[src/rtl/rf_write_arbiter.sv]
// rf_write_arbiter
// Shares the register file's single write port (A3/WD3/WE3) between the ALU
// writeback (port 0) and the load-unit writeback (port 1). Each port uses a
// valid/ready handshake. Simultaneous requests are resolved round-robin. The
// write port outputs are registered, and writes to register 0 are dropped.
//
// Optional feature: define RF_WRITE_ARB_CLEAR_EN to compile in a post-reset
// CLEAR walk that zeroes every register before traffic is accepted. Without
// the macro the block resets straight into arbitration and busy is tied low.
//
// Reset is asynchronous and active-low on rst.

module rf_write_arbiter #(
  parameter int DATA_W = 32,
  parameter int ADDR_W = 5
) (
  input  logic              clk,
  input  logic              rst,
  input  logic              p0_valid,
  input  logic [ADDR_W-1:0] p0_addr,
  input  logic [DATA_W-1:0] p0_data,
  output logic              p0_ready,
  input  logic              p1_valid,
  input  logic [ADDR_W-1:0] p1_addr,
  input  logic [DATA_W-1:0] p1_data,
  output logic              p1_ready,
  output logic [ADDR_W-1:0] rf_a3,
  output logic [DATA_W-1:0] rf_wd3,
  output logic              rf_we3,
  output logic              busy,
  output logic [15:0]       conflict_cnt
);

  logic              in_arb;
  logic [ADDR_W-1:0] clear_a3;

  logic              grant0;
  logic              grant1;
  logic              xfer0;
  logic              xfer1;
  logic              both_valid;

  logic              last_grant_q, last_grant_d;
  logic [ADDR_W-1:0] rf_a3_q, rf_a3_d;
  logic [DATA_W-1:0] rf_wd3_q, rf_wd3_d;
  logic              rf_we3_q, rf_we3_d;
  logic [15:0]       conflict_cnt_q, conflict_cnt_d;

`ifdef RF_WRITE_ARB_CLEAR_EN
  localparam logic [0:0] ST_CLEAR = 1'b0;
  localparam logic [0:0] ST_ARB   = 1'b1;

  logic [0:0]        state_q, state_d;
  logic [ADDR_W-1:0] clear_idx_q, clear_idx_d;

  // Walk the clear index once; leave CLEAR on the edge that writes the last register.
  always_comb begin
    state_d     = state_q;
    clear_idx_d = clear_idx_q;
    if (state_q == ST_CLEAR) begin
      clear_idx_d = clear_idx_q + 1'b1;
      if (clear_idx_q == {ADDR_W{1'b1}}) begin
        state_d = ST_ARB;
      end
    end
  end

  // Clear-sequence state; any reset restarts the walk from register 0.
  always_ff @(posedge clk or negedge rst) begin
    if (!rst) begin
      state_q     <= ST_CLEAR;
      clear_idx_q <= '0;
    end else begin
      state_q     <= state_d;
      clear_idx_q <= clear_idx_d;
    end
  end

  assign in_arb   = (state_q == ST_ARB);
  assign clear_a3 = clear_idx_q;
`else
  assign in_arb   = 1'b1;
  assign clear_a3 = '0;
`endif

  assign busy = ~in_arb;

  // Round-robin: a lone request always wins; on a tie the port that did not
  // win last time is served. last_grant_q = 1 means port 1 won last.
  assign both_valid = p0_valid & p1_valid;
  assign grant0     = p0_valid & (~p1_valid | last_grant_q);
  assign grant1     = p1_valid & (~p0_valid | ~last_grant_q);

  // Ready is gated by rst so nothing is acknowledged while reset is held,
  // even in the build that resets directly into arbitration.
  assign p0_ready = rst & in_arb & grant0;
  assign p1_ready = rst & in_arb & grant1;
  assign xfer0    = p0_valid & p0_ready;
  assign xfer1    = p1_valid & p1_ready;

  // Next write-port value: clear writes, accepted requests, or an idle cycle
  // that drops WE but keeps address/data stable.
  always_comb begin
    rf_we3_d     = 1'b0;
    rf_a3_d      = rf_a3_q;
    rf_wd3_d     = rf_wd3_q;
    last_grant_d = last_grant_q;
    if (!in_arb) begin
      rf_we3_d = 1'b1;
      rf_a3_d  = clear_a3;
      rf_wd3_d = '0;
    end else if (xfer0) begin
      rf_we3_d     = (p0_addr != '0);
      rf_a3_d      = p0_addr;
      rf_wd3_d     = p0_data;
      last_grant_d = 1'b0;
    end else if (xfer1) begin
      rf_we3_d     = (p1_addr != '0);
      rf_a3_d      = p1_addr;
      rf_wd3_d     = p1_data;
      last_grant_d = 1'b1;
    end
  end

  // Count arbitration cycles with both ports requesting, saturating at all ones.
  always_comb begin
    conflict_cnt_d = conflict_cnt_q;
    if (in_arb && both_valid && (conflict_cnt_q != 16'hFFFF)) begin
      conflict_cnt_d = conflict_cnt_q + 16'd1;
    end
  end

  // Output registers, grant history and conflict counter.
  always_ff @(posedge clk or negedge rst) begin
    if (!rst) begin
      rf_we3_q       <= 1'b0;
      rf_a3_q        <= '0;
      rf_wd3_q       <= '0;
      last_grant_q   <= 1'b1;
      conflict_cnt_q <= '0;
    end else begin
      rf_we3_q       <= rf_we3_d;
      rf_a3_q        <= rf_a3_d;
      rf_wd3_q       <= rf_wd3_d;
      last_grant_q   <= last_grant_d;
      conflict_cnt_q <= conflict_cnt_d;
    end
  end

  assign rf_we3       = rf_we3_q;
  assign rf_a3        = rf_a3_q;
  assign rf_wd3       = rf_wd3_q;
  assign conflict_cnt = conflict_cnt_q;

endmodule
[config.mk]
export PLATFORM = sky130hd
export DESIGN_NAME = rf_write_arbiter
export DESIGN_NICKNAME = d
export VERILOG_FILES = /design/src/rtl/rf_write_arbiter.sv
export SDC_FILE = /design/constraint.sdc
export NUM_CORES = 1
export LEC_CHECK = 0
export BUFFER_PORTS_ARGS = -buffer_cell sky130_fd_sc_hd__buf_2
export CELL_PAD_IN_SITES_DETAIL_PLACEMENT = 1
export CELL_PAD_IN_SITES_GLOBAL_PLACEMENT = 1
export CORE_ASPECT_RATIO = 1.2
export CORE_MARGIN = 1.5
export CORE_UTILIZATION = 36
export DETAILED_ROUTE_END_ITERATION = 8
export GPL_ROUTABILITY_DRIVEN = 0
export PLACE_DENSITY = 0.95
export SYNTH_ARGS = -nofsm -noshare
export SYNTH_HDL_FRONTEND = slang
export SYNTH_SLANG_ARGS = --single-unit
[constraint.sdc]
create_clock -name clk -period 2.5 [get_ports clk]
set_input_delay 0.375 -clock clk [delete_from_list [all_inputs] [get_ports clk]]
set_output_delay 0.375 -clock clk [all_outputs]
set_load 0.005 [all_outputs]
==> results of run 1 <==
==> what timing repair did <==
item | 4_1_cts | 5_1_grt
gates resized for setup | 0 | 0
buffers inserted | 0 | 0
setup endpoints to repair | 0 | 0
endpoints found under the hold margin | 9 | 0
hold buffers | 1 | 0
==> cells by family after synthesis <==
kind of cell,count (synthesis),synth area share [%]
flip-flops,55,52.3
adder cells (fa/ha/maj),1,0.475
buffers and inverters,15,2.85
other,1,0.142
XOR/XNOR,12,3.99
AO/OA/AOI/OAI,51,9.93
AND/OR/NAND/NOR,78,15.7
multiplexers,38,14.6
==> Yosys cell counts, types with 2 or more instances <==
library cell,count,area share (%)
a21oi_1,7,1.3
dfrtp_1,54,51
buf_4,2,0.57
nand2_1,46,6.6
xor2_1,6,2.0
o21ai_0,33,6.3
nor4_1,3,0.71
buf_2,3,0.57
nor2_1,5,0.71
inv_1,2,0.29
nand4_1,4,0.95
clkbuf_1,6,0.86
nand3_1,3,0.57
mux2i_1,37,14
xnor2_1,6,2.0
or4_1,2,0.57
and3_1,2,0.47
o21ai_1,9,1.7
==> worst paths after layout <==
path / startpoint / endpoint / slack (ns) / cells past startpoint
setup reg to reg: conflict_cnt[0] / conflict_cnt[7] / 0.77 / 5
hold reg to reg: rf_a3[1] / rf_a3[1] / 0.48 / 2
min in group asynchronous: rst / rf_wd3[14] / 0.52 / 2
setup / recovery: rst / p0_ready / 0.15 / 6
max in group asynchronous: rst / rf_wd3[10] / 1.08 / 3
hold / removal: p1_addr[3] / rf_we3 / 0.35 / 3
==> worst min-delay path: stages <==
cell	delay, ns
buf_2	0.10
o21ai_0	0.08
nand2_1	0.06
==> through the flow <==
stage / hold WS (ns) / worst slack, ns / power (mW) / area [sq um]
final: 0.352 / 0.147 / 2.18 / 3510
after detailed placement: 0.308 / 0.505 / 1.67 / 3400
after floorplan: 0.0794 / 0.945 / 1.37 / 2630
after global placement: 0.302 / 0.597 / 1.63 / 3400
after global routing: 0.335 / 0.0354 / 2.33 / 3510
after CTS: 0.334 / 0.110 / 2.21 / 3510
==> registers in the layout (all words and copies together), names as in the netlist <==
signal	count
conflict_cnt	16
last_grant_q	1
rf_a3	5
rf_wd3	32
rf_we3	1
==> power by group <==
group	switching [mW]	total [mW]	internal, mW
sequential	0.114	1.14	1.02
combinational	0.261	0.514	0.254
clock	0.276	0.529	0.254
total	0.650	2.18	1.53
==> layout make-up <==
type | count | area share (%)
tap | 87 | 3.10
clock buffer | 8 | 2.85
timing repair buffer | 139 | 20.3
inverter | 2 | 0.214
sequential | 55 | 39.3
multi-input combinational | 181 | 34.2
==> per-layer routing <==
metal,vias up,track usage [%],share of wire [%]
met4,0,5.31,2.0
met5,-,0,0
met2,95,37.2,53
met3,16,4.25,6.7
li1,1139,-,-
met1,1136,21.4,38
==> summary.md, run 1 <==
| Metric | Value |
|---|---|
| P_leak | 1.78 nW |
| WL per Instance | ~16 um |
| Htree depth | 2 |
| RSZ-0062 raised after global routing | no |
| Status | completed |
| Max incr delay on CP | about 0.51 ns |
| Hold crit path type | input port to flip-flop |
| Vert. Die Dim | 96.7 um |
| Fin crit share | 94.1% |
| Total track usage | 19.7% |
| Multi-input gate area | 1200 sq um |
| Slew HR | a little over half |
| WS Path Type | input port to output pin |
| Pin count of the biggest net entering global routing | 46 |
| Top FF cell, synth | dfrtp_1 |
| Via count | 2386 |
| Most common cell after layout, fill and taps aside | buf_2 |
| First-pass GRT wire length | 12.1 mm |
| CP Cell Sequence | dlygate4sd3_1 -> buf_2 -> nand2_1 -> a21oi_4 -> buf_4 -> buf_2 |
| Iter 0 DRT Violations | 55 |
| Die W | a little over 80 um |
| Longest Clk Path Bufs | 2 |
| Max-slew violations | 0 |
| Post-route insts no fill | 472 |
| FF+latch count, synth | 55 |
| Final Util | 50.3% |
| Tmin final | between 2 and 2.5 ns |
| VDD IR max | 0.359 mV |
| Core area | approximately 7000 sq um |
| Maxcap violations | 0 |
| CTS buffer count | 5 |
| Slowest CP cell | dlygate4sd3_1 |
| Most frequent cells in the layout | 133 x buf_2, 54 x dfrtp_1, 46 x nand2_1, 37 x mux2i_1, 32 x o21ai_0 |
| Worst-path maximum fanout | 14 |
| Critical path arrival | 1.98 ns |
| Endpoints failing hold | 0 |
| GR Overflow Total | 0 |
| Routed wire length | 7.54 mm |
| Worst path bufs/invs | 4 |
| Filler cells | 850 |
| Clk Latency, worst-skew pair | 0.30 ns |
| Synthesized area per cell | 10.5 sq um |
| Clock sinks | 55 |
| Mapped Area | around 2600 sq um |
| Post-layout net count | 463 |
| Synth warnings | 0 |
| CP Capture Type | output pin |
| Distinct cells, synth | 39 |
| Initial Util | 37.7% |
| Worst-Margin Slew | 0.683 ns |
| PortBufs | roughly 130 |
| Seq. cell area | 1380 sq um |
| Vias per cell | 5.06 |
| Die Area | roughly 7800 sq um |
| N_diodes | 0 |
| Number of global-route vias before repair | 2562 |
| Worst-path clk slew | 0.09 ns |
| Highest clock rate | 0.425 GHz |
| Mapped Nets | 330 |
| Post-synth ARST share | 100% |
| Gate Count Post-Synth | 251 |
| Startpoint types | input port |
| Antenna-violating nets left | 0 |
| DP HPWL | 6.04 mm |
| Delay-heaviest family, CP | buffers and inverters |
| DRC viols | 0 |
| Setup tns final | 0 ns |
| I/O pins | 135 |
| Synthesis-to-finish area growth | 33.2% |
| Crit path top cell by count | buf_2 |
| Sequential share of the synthesized area | 52.3% |
| Drt pass-1 iters | 4 |
| Antenna violations before repair | 1 |
| # rows | 33 |
| EDFF count, synth | 0 |
| Post-Place Cells | 463 |
| Layout cell share with drive strength beyond 1 | between 40% and 50% |
| Clock skew | about 0.0049 ns |
| CTS tree | built |
| Critical path required time | 2.12 ns |
| Power Density | between 600 and 700 nW/um^2 |
| Final setup viols | 0 |
| Clock Root Buffer | clkbuf_8 |
(Power assumes the default switching activity.)
==> inputs of run 2 (changes only) <==
--- a/config.mk
+++ b/config.mk
@@ -10,10 +10,11 @@
 export CELL_PAD_IN_SITES_GLOBAL_PLACEMENT = 1
 export CORE_ASPECT_RATIO = 1.2
 export CORE_MARGIN = 1.5
-export CORE_UTILIZATION = 36
+export CORE_UTILIZATION = 35
+export CTS_CLUSTER_DIAMETER = 30
 export DETAILED_ROUTE_END_ITERATION = 8
 export GPL_ROUTABILITY_DRIVEN = 0
-export PLACE_DENSITY = 0.95
+export PLACE_DENSITY = 0.94
 export SYNTH_ARGS = -nofsm -noshare
 export SYNTH_HDL_FRONTEND = slang
 export SYNTH_SLANG_ARGS = --single-unit
==> run 2 against run 1 <==
- sequential share of layout area up 0.15 points
- critical path depth fell by 2
- via count barely moved
- cell count rose by 0.64%
- register-to-register slack lost 0.03 ns
- largest power group unchanged
- combinational power shrank 1%
- non-clock buffer count stayed put
- die area grew 2.8%
- clock power down 9.1%
- first-iteration DRC count is 16% lower
- critical endpoint unchanged
- clock-buffer cell count shrank 2
- fmax increased by 15%
==> summary.md, run 2 (same netlist as run 1, synthesis figures left out) <==
| Metric | Value |
|---|---|
| DP HPWL | 5.93 mm |
| VDD IR max | roughly 0.33 mV |
| Setup WS pre-CTS | roughly 0.48 ns |
| Vias per cell | approximately 5 |
| R2r setup slk | 0.74 ns |
| Design area | ~3500 sq um |
| Area after DPL | 3410 sq um |
| WHS | approximately 0.12 ns |
| Highest clock rate | roughly 0.49 GHz |
| WL per Instance | 15.6 um |
| Post-CTS Resized | 0 |
| Status | completed |
| Routed wire length | 7.39 mm |
| RSZ-0062 raised after global routing | no |
| Longest Clk Path Bufs | 2 |
| Reg-to-Reg Start | conflict_cnt[0] |
| Antenna-violating nets left | 0 |
| Met3 wire length | between 400 and 500 um |
| Synthesis-to-finish area growth | 32.6% |
| Max-slew violations | 0 |
| Post-Place Cells | 467 |
| Fin crit share | 82.0% |
| Total track usage | 18.8% |
| Initial Util | 36.2% |
| Iter 0 DRT Violations | 46 |
| Startpoint types | flip-flop |
| Final Util | 48.0% |
| Hold crit path type | input port to async pin |
| Via count | 2388 |
| Power Density | just over 600 nW/um^2 |
| Max reg flops | 32 |
| N_diodes | 0 |
| Power Total | 2.12 mW |
| CTS buffer count | 5 |
| Metal2 WL | 4.00 mm |
| Final WS setup | 0.450 ns |
| Setup tns final | 0 ns |
| Reg2reg end | conflict_cnt[7] |
| FF-to-FF path depth | 5 |
| Core area | just over 7000 sq um |
| Htree depth | 2 |
| Uppermost layer routed | met4 |
| Filler cells | between 800 and 900 |
| Post-CTS Setup Repair Bufs | 0 |
| First-pass GRT wire length | 11.7 mm |
| Most frequent cells in the layout | 133 x buf_2, 54 x dfrtp_1, 46 x nand2_1, 37 x mux2i_1, 32 x o21ai_0 |
| Clk Latency, worst-skew pair | 0.30 ns |
| Endpoints failing hold | 0 |
| Post-layout net count | 463 |
| Critical path arrival | 1.68 ns |
| Clock sinks | between 50 and 60 |
| Pin count of the biggest net entering global routing | 55 |
| Critical path required time | 2.12 ns |
| Routed length on met1 | 2.82 mm |
| WS Path Type | flip-flop to output pin |
| Antenna violations before repair | 0 |
| Worst-Margin Slew | 1.11 ns |
| Post-route insts no fill | 475 |
| CTS tree | built |
| DRC viols | 0 |
| Die W | 82.2 um |
| Drt pass-1 iters | 4 |
| Die Area | 8060 sq um |
| Vert. Die Dim | 98.0 um |
| Slew HR | between 20% and 30% |
| PortBufs | 133 |
| Clock Root Buffer | clkbuf_8 |
| # rows | 34 |
| Hold Buf Count CTS | 0 |
| Tmin final | 2.05 ns |
| Maxcap violations | 0 |
| Worst-path maximum fanout | 28 |
| Clock skew | 0.00941 ns |
| Layout cell share with drive strength beyond 1 | roughly 40% |
| Worst-path clk slew | 0.10 ns |
| Final setup viols | 0 |
| P_leak | 1.77 nW |
| I/O pins | 135 |
| Number of global-route vias before repair | between 2000 and 2500 |
| GR Overflow Total | 0 |
| CP Capture Type | output pin |
| Most common cell after layout, fill and taps aside | buf_2 |
run 2: changes by cell type in the layout (fill, tap and decap cells not counted), sizes merged:
cell         previous run  this run
clkbuf                  8         6
buf                   138       139
dlygate4sd3             1         0
clkinv                  0         1
clkinvlp                0         1
run 2: worst max-delay path by stage:
stage	start	endpoint	slack, ns
after floorplan	conflict_cnt[0]	conflict_cnt[7]	0.94
after global placement	p1_valid	rf_wd3[25]	0.55
after detailed placement	p1_valid	rf_wd3[30]	0.48
after CTS	last_grant_q	p0_ready	0.43
after global routing	last_grant_q	p0_ready	0.33
final	last_grant_q	p0_ready	0.45
run 2: critical path: stages, from the launching register on:
cell and delay [ns]:
dfstp_2 0.57, inv_1 0.07, a21oi_4 0.12, buf_4 0.40, buf_2 0.20
run 2: routing by layer:
layer	GRT usage, %	vias up
li1	-	1137
met1	20.3	1144
met2	35.8	92
met3	3.55	15
met4	5.35	0
met5	0	-
run 2: area by class of cell:
| type | instances | area (sq um) | share of cell area (%) |
|---|---|---|---|
| Sequential cell | 55 | 1380 | 39.4 |
| Clock inverter | 2 | 12.5 | 0.358 |
| Tap cell | 90 | 113 | 3.22 |
| Clock buffer | 6 | 72.6 | 2.08 |
| Multi-Input combinational cell | 181 | 1200 | 34.3 |
| Inverter | 2 | 7.51 | 0.215 |
| Timing Repair Buffer | 139 | 711 | 20.3 |
run 2: report_power, final:
group	switching [mW]	leakage (nW)	internal [mW]
combinational	0.253	1.04	0.254
clock	0.284	0.0412	0.197
sequential	0.113	0.690	1.02
total	0.650	1.77	1.47
